`src/rtl/lc3_mem_arbiter.sv`:
```
// Arbitrates one single-port memory between the LC3 fetch and data ports.
// Data has priority; fetch is forced through after STARVE_MAX data grants.
module lc3_mem_arbiter #(
  parameter int unsigned ADDR_W     = 16,
  parameter int unsigned DATA_W     = 16,
  parameter int unsigned STARVE_MAX = 4,
  parameter int unsigned TIMEOUT    = 255
) (
  input  logic              clock,
  input  logic              reset,
  input  logic [ADDR_W-1:0] pc,
  input  logic              instrmem_rd,
  output logic [DATA_W-1:0] Instr_dout,
  output logic              complete_instr,
  input  logic              data_req,
  input  logic              Data_rd,
  input  logic [ADDR_W-1:0] Data_addr,
  input  logic [DATA_W-1:0] Data_din,
  output logic [DATA_W-1:0] Data_dout,
  output logic              complete_data,
  output logic              mem_en,
  output logic              mem_we,
  output logic [ADDR_W-1:0] mem_addr,
  output logic [DATA_W-1:0] mem_wdata,
  input  logic [DATA_W-1:0] mem_rdata,
  input  logic              mem_ack,
  output logic              bus_err
);

  localparam int unsigned SW = $clog2(STARVE_MAX + 1);
  localparam int unsigned TW = $clog2(TIMEOUT + 1);

  typedef enum logic [1:0] {IDLE, INSTR, DATA} state_t;

  state_t            state_q, state_d;
  logic [SW-1:0]     starve_q, starve_d;
  logic [TW-1:0]     wait_q, wait_d;
  logic [DATA_W-1:0] instr_dout_q, instr_dout_d;
  logic [DATA_W-1:0] data_dout_q, data_dout_d;
  logic              complete_instr_q, complete_instr_d;
  logic              complete_data_q, complete_data_d;
  logic              mem_en_q, mem_en_d;
  logic              mem_we_q, mem_we_d;
  logic [ADDR_W-1:0] mem_addr_q, mem_addr_d;
  logic [DATA_W-1:0] mem_wdata_q, mem_wdata_d;
  logic              bus_err_q, bus_err_d;

  logic busy, ack_done, expire, finish, grant_data, grant_instr;

  assign busy        = (state_q != IDLE);
  assign ack_done    = busy && mem_ack;
  // Ack in the expiry cycle takes precedence over the timeout.
  assign expire      = busy && !mem_ack && (wait_q == TW'(TIMEOUT - 1));
  assign finish      = ack_done || expire;
  assign grant_data  = data_req && !(instrmem_rd && (starve_q == SW'(STARVE_MAX)));
  assign grant_instr = !grant_data && instrmem_rd;

  always_ff @(posedge clock or posedge reset) begin
    if (reset) begin
      state_q          <= IDLE;
      starve_q         <= '0;
      wait_q           <= '0;
      instr_dout_q     <= '0;
      data_dout_q      <= '0;
      complete_instr_q <= 1'b0;
      complete_data_q  <= 1'b0;
      mem_en_q         <= 1'b0;
      mem_we_q         <= 1'b0;
      mem_addr_q       <= '0;
      mem_wdata_q      <= '0;
      bus_err_q        <= 1'b0;
    end else begin
      state_q          <= state_d;
      starve_q         <= starve_d;
      wait_q           <= wait_d;
      instr_dout_q     <= instr_dout_d;
      data_dout_q      <= data_dout_d;
      complete_instr_q <= complete_instr_d;
      complete_data_q  <= complete_data_d;
      mem_en_q         <= mem_en_d;
      mem_we_q         <= mem_we_d;
      mem_addr_q       <= mem_addr_d;
      mem_wdata_q      <= mem_wdata_d;
      bus_err_q        <= bus_err_d;
    end
  end

  always_comb begin
    state_d  = state_q;
    starve_d = starve_q;
    wait_d   = wait_q;
    case (state_q)
      IDLE: begin
        wait_d = '0;
        if (!instrmem_rd) starve_d = '0;
        if (grant_data) begin
          state_d = DATA;
          if (instrmem_rd && (starve_q != SW'(STARVE_MAX))) starve_d = starve_q + SW'(1);
        end else if (grant_instr) begin
          state_d  = INSTR;
          starve_d = '0;
        end
      end
      default: begin
        if (finish) begin
          state_d = IDLE;
          wait_d  = '0;
        end else begin
          wait_d = wait_q + TW'(1);
        end
      end
    endcase
  end

  always_comb begin
    instr_dout_d     = instr_dout_q;
    data_dout_d      = data_dout_q;
    complete_instr_d = 1'b0;
    complete_data_d  = 1'b0;
    mem_en_d         = mem_en_q;
    mem_we_d         = mem_we_q;
    mem_addr_d       = mem_addr_q;
    mem_wdata_d      = mem_wdata_q;
    bus_err_d        = 1'b0;
    if (state_q == IDLE) begin
      if (grant_data) begin
        mem_en_d    = 1'b1;
        mem_we_d    = !Data_rd;
        mem_addr_d  = Data_addr;
        mem_wdata_d = Data_din;
      end else if (grant_instr) begin
        mem_en_d    = 1'b1;
        mem_we_d    = 1'b0;
        mem_addr_d  = pc;
        mem_wdata_d = '0;
      end
    end else if (finish) begin
      mem_en_d  = 1'b0;
      mem_we_d  = 1'b0;
      bus_err_d = expire;
      if (state_q == INSTR) begin
        complete_instr_d = 1'b1;
        instr_dout_d     = ack_done ? mem_rdata : '0;
      end else begin
        complete_data_d = 1'b1;
        // mem_we_q still records whether the granted data access was a write.
        if (expire)         data_dout_d = '0;
        else if (!mem_we_q) data_dout_d = mem_rdata;
      end
    end
  end

  assign Instr_dout     = instr_dout_q;
  assign Data_dout      = data_dout_q;
  assign complete_instr = complete_instr_q;
  assign complete_data  = complete_data_q;
  assign mem_en         = mem_en_q;
  assign mem_we         = mem_we_q;
  assign mem_addr       = mem_addr_q;
  assign mem_wdata      = mem_wdata_q;
  assign bus_err        = bus_err_q;

endmodule

```
`config.mk`:
```
export PLATFORM = sky130hd
export DESIGN_NAME = lc3_mem_arbiter
export DESIGN_NICKNAME = d
export VERILOG_FILES = /design/src/rtl/lc3_mem_arbiter.sv
export SDC_FILE = /design/constraint.sdc
export NUM_CORES = 1
export LEC_CHECK = 0
export CAP_MARGIN = 20
export CORE_MARGIN = 10
export CORE_UTILIZATION = 25
export DETAILED_ROUTE_END_ITERATION = 8
export MAX_ROUTING_LAYER = met4
export SYNTH_ARGS = -nofsm -noshare
export SYNTH_HDL_FRONTEND = slang
export SYNTH_SLANG_ARGS = --single-unit
```
`constraint.sdc`:
```
create_clock -name clock -period 2.9 [get_ports clock]
set_input_delay 0.435 -clock clock [delete_from_list [all_inputs] [get_ports clock]]
set_output_delay 0.435 -clock clock [all_outputs]
set_load 0.01 [all_outputs]
```
Word-level counts from Yosys, hierarchy flattened:

Cells that the tools add are included.
W data, S select, Z words.

* output and inout port bits: 69
* flip-flop bits (word level): 82
* logic and storage cells: 74

* reduce and logical (&&, ||, !) cells: 20
* $add $sub $neg: 2
* equality and inequality tests: 6
* bitwise operators: 2
* multiplexer cells: 32

Operators with widths (count)
* $mux W16: 7
* $mux W8: 2
* $mux W1: 15
* $mux W3: 4
* $add A8 B1 Y8 const B: 1
* $eq A8 B8 Y1 const B: 1
* $mux W2: 4
* $logic_and A1 B1 Y1: 7
* $ne A3 B3 Y1 const B: 2
* $reduce_bool A2 Y1: 3
* $logic_not A1 Y1: 4
* $reduce_and A2 Y1: 2
* $reduce_and A4 Y1: 1
* $add A3 B1 Y3 const B: 1
* $eq A3 B3 Y1 const B: 1
* $reduce_and A3 Y1: 1
* $eq A2 B1 Y1 const B: 1
* $logic_not A2 Y1: 1
* $ne A2 B1 Y1 const B: 1
* $not A1 Y1: 2
* $logic_or A1 B1 Y1: 1

Longest topological paths before layout:

* depth in word-level cells: 9
* depth in mapped cells: 7

Least setup slack after synthesis:

No wires, ideal clock.

* path kind: register to register
* start point: reg starve_q[0]
* end point: reg mem_addr_q[0], in the netlist mem_addr[0]
* data arrival time: 1.441 ns
* clock period less this slack: 1.564 ns
* library setup time: 0.123 ns
* slack: 1.336 ns
* stages on the path, launching flop included: 7
* path through: dfrtp_1 > inv_1 > ha_1 > nand3_1 > a211o_4 > buf_6 > o221a_1

* longest elaborated chain between the ends: 8
* elaborated cells on any way between the ends: 9

Ends and longest elaborated chain
* from (decl): line 36 `logic [SW-1:0] starve_q, starve_d;`
* from (signal assigned): line 74 `starve_q <= starve_d;`
* $eq A3 B3 Y1 (*): line 55 `assign grant_data = data_req && !(instrmem_rd && (starve_q == SW'(STARVE_MAX)));`
* $logic_and A1 B1 Y1 (*): line 55
* $logic_not A1 Y1 (*): line 55
* $logic_and A1 B1 Y1 (*): line 55
* $logic_not A1 Y1: line 56 `assign grant_instr = !grant_data && instrmem_rd;`
* $logic_and A1 B1 Y1: line 56
* $reduce_bool A2 Y1 (no source line)
* $reduce_and A2 Y1 (no source line)
* to (signal assigned): line 82 `mem_addr_q <= mem_addr_d;`
* to (decl): line 44 `logic [ADDR_W-1:0] mem_addr_q, mem_addr_d;`

Mark *: on every way between the ends. The rest lies on a longest branch, timed or not.
A chain may end at the register's enable or synchronous reset.

Final worst setup path:

* start point: reg state_q[1]
* end point: reg mem_addr_q[1], in the netlist mem_addr[1]

* longest elaborated chain between the ends: 2

Ends and longest elaborated chain
* from (decl): line 35 `state_t state_q, state_d;`
* from (signal assigned): line 73 `state_q <= state_d;`
* $logic_not A2 Y1: line 125 `if (state_q == IDLE) begin`
* $reduce_and A2 Y1 (no source line)

No other way between the ends.

==> out/results.txt <==
CTS sink cnt: 82
Worst Path Arrival: 2.42 ns
Hold/Removal Path Class: reg2reg
CP max FO: 22
cts repair resizes: 0
Final Max Tran Viols: 0
largest net degree at the start of global routing: 40
skew final: 0.00530 ns
sequential area share after synthesis: 55.0%
crit start category: flip-flop
aggregate global routing overflow: 0
Setup-failing EPs final: 0
CP Data Required Time: 3.16 ns
LEAKAGE: 0.00228 uW
initial antenna violation count: 0
post-synth top area share: 55.0%
post-DP HPWL: 8730 um
Switching Power: 1990 uW
Max Cap Violations: 0
Routability Congestion: 0.721
critical path's slowest cell: dfrtp_1
syn_nets: 417
status: finished, final reports clean
Mapped Area: 3730 um^2
crit path time final: 2.15 ns
final period utilization: 74.3%
Max stage delay on crit path: 0.67 ns
r2r worst-path depth: 3
clock buffer depth: 2
nets@finish: 547
yosys warns: 0
vias per cell: 4.94
Crit Path Class: reg2reg
Final Hold Viols: 0
top area cells in the synthesized netlist: dfrtp_1 (55%), nand4b_1 (3.8%), o311ai_0 (3.8%)
Antenna diodes: 0
Max rail drop VDD: 0.000358 V
I/O Pins: 139
First-pass DRT Iterations: 4
Setup TNS: 0 ns
Sequential Power Share: 35.8%
row count: 44
CP Cell Sequence: or2_4 > nor2_2 > o221a_1
vias in the first global route: 3530
Iter 0 DRT Violations: 152
die outline height: 142 um
Internal: 3700 uW
switch share: 34.9%
clock root buffer: clkbuf_16
Worst Tran Pin Value: 0.931 ns
Clk network pwr share: 18.8%
Logic pwr share: 45.4%
die width: 142 um
Detail Route Antenna Nets: 0
WL/cell: 18.3 um
first-pass GRT wire length: 19200 um
CTS tree: done
pwr dens: 1020 nW/um^2
CTS buffer count: 9
# DRC: 0
post-synthesis cell count: 343
Tot Pwr: 5690 uW
via count: 3270
post-CTS setup buffer count: 0
clock slew at the register clock pins of the worst setup and hold paths: 0.06 ns
core area: 14600 um^2
WHS Path Cells: 1
initial core utilization: 25.6%
H-tree levels: 3
Die Area: 20200 um^2
flop and latch count out of synthesis: 82
Area Growth Syn to Fin: 49.5%
port buffer count: 138
Worst Setup End Kind: flip-flop
All-Layer GR Usage: 12.1%
leading area contributor after synthesis: dfrtp_1
Worst-Skew Late Latency: 0.33 ns
Max Clk Rate: 0.464 GHz
Mapped Avg Cell Area: 10.9 um^2
layout cell share with drive strength beyond 1: 7.95%
Distinct cells, synth: 40
Detailed Route WL: 12100 um
Slew headroom: 37.9%
cts hold-fix bufs: 0
RSZ-0062 raised after global routing: false
## placed cells by master (no fill, tap or decap), drive strengths merged, types with 4 or more instances in the layout
| cell type | netlist | routed |
|---|---|---|
| clkdlybuf4s50 | 0 | 138 |
| dfrtp | 82 | 82 |
| o21ai | 29 | 29 |
| inv | 23 | 22 |
| nand2 | 21 | 21 |
| a21oi | 19 | 19 |
| a22oi | 17 | 17 |
| o311ai | 16 | 16 |
| nor2b | 16 | 16 |
| nand4b | 16 | 16 |
| a22o | 15 | 15 |
| o221a | 15 | 15 |
| clkbuf | 18 | 10 |
| buf | 11 | 10 |
| nor2 | 8 | 8 |
| nand3 | 6 | 6 |
| clkinvlp | 0 | 5 |
| nand4 | 4 | 4 |
| ha | 4 | 4 |
## synthesized netlist by cell type, drive strengths merged
library cell,number
or2,1
nand4b,16
and3,1
nand2,21
nand2b,2
nor4bb,1
inv,23
a211o,1
or3,3
a311o,1
clkbuf,18
nor4,1
and2,2
o311ai,16
o211ai,1
o221a,15
xor2,2
nor2b,16
o21ai,29
a21oi,19
ha,4
a21boi,1
a22oi,17
a22o,15
and3b,2
a2bb2oi,1
o22a,1
dfrtp,82
o21bai,1
nor2,8
nand4,4
xnor2,1
nand3,6
buf,11
## metrics by stage
| stage | hold slack, ns | utilization (%) | std cells | worst slack (ns) | instance area [um^2] |
|---|---|---|---|---|---|
| global route | 0.520 | 38.3 | 662 | 0.619 | 5580 |
| CTS | 0.484 | 38.2 | 661 | 0.650 | 5570 |
| floorplan | 0.454 | - | 343 | 0.357 | 3730 |
| finish | 0.483 | 38.3 | 662 | 0.745 | 5580 |
| detailed placement | 0.476 | 36.3 | 645 | 0.445 | 5290 |
| global placement | 0.469 | 36.3 | 645 | 0.561 | 5290 |
## logic make-up after synthesis
logic type	Yosys count	share of synthesized area, %
adder cells (fa/ha/maj)	4	1.34
XOR/XNOR	3	0.704
AO/OA/AOI/OAI	118	23.6
flip-flops	82	55.0
buffers and inverters	52	6.03
AND/OR/NAND/NOR	84	13.4
## final timing paths
| path | from | slack [ns] | end |
|---|---|---|---|
| max | state_q[1] | 0.75 | mem_addr[1] |
| min | wait_q[0] | 0.48 | wait_q[0] |
| max reg2reg | state_q[1] | 0.75 | mem_addr[1] |
| min reg2reg | wait_q[0] | 0.48 | wait_q[0] |
| max in group asynchronous | reset | 1.67 | mem_wdata[3] |
| min in group asynchronous | reset | 0.53 | Instr_dout[11] |
## sequential cells by signal, summed over array words and instances (netlist names)
name            count
mem_wdata          16
complete_data       1
Instr_dout         16
mem_en              1
state_q             2
complete_instr      1
starve_q            3
mem_we              1
mem_addr           16
wait_q              8
Data_dout          16
bus_err             1
## power by group through the flow
stage | Clock, uW | Combinational, uW | Sequential (uW)
final | 1070 | 2590 | 2040
after detailed placement | 0 | 2630 | 2040
after floorplan | 0 | 1110 | 2170
after CTS | 1100 | 2630 | 2040
after global routing | 1160 | 2840 | 2110
after global placement | 0 | 2570 | 2030
## layer usage
| layer | track usage [%] | vias to the layer above | part of all wire (%) |
|---|---|---|---|
| li1 | - | 1526 | - |
| met1 | 14.8 | 1621 | 44 |
| met2 | 19.3 | 121 | 48 |
| met3 | 3.77 | 2 | 7.3 |
| met4 | 2.85 | 0 | 0.24 |
| met5 | - | - | 0 |
## critical path, delay by kind of cell, from the launching register on
kind	cells	cell delay, ns
flops	1	0.67
compound gates	1	0.30
simple gates	2	1.12
## area by class of cell
type                            instances  area (um^2)
Clock buffer                           10          239
Clock inverter                          6         42.5
Fill cell                            1422         9010
Inverter                               23         87.6
Multi-Input combinational cell        209         1460
Sequential cell                        82         2050
Tap cell                              184          230
Timing Repair Buffer                  148         1470
Power figures use the tool's default switching activity.
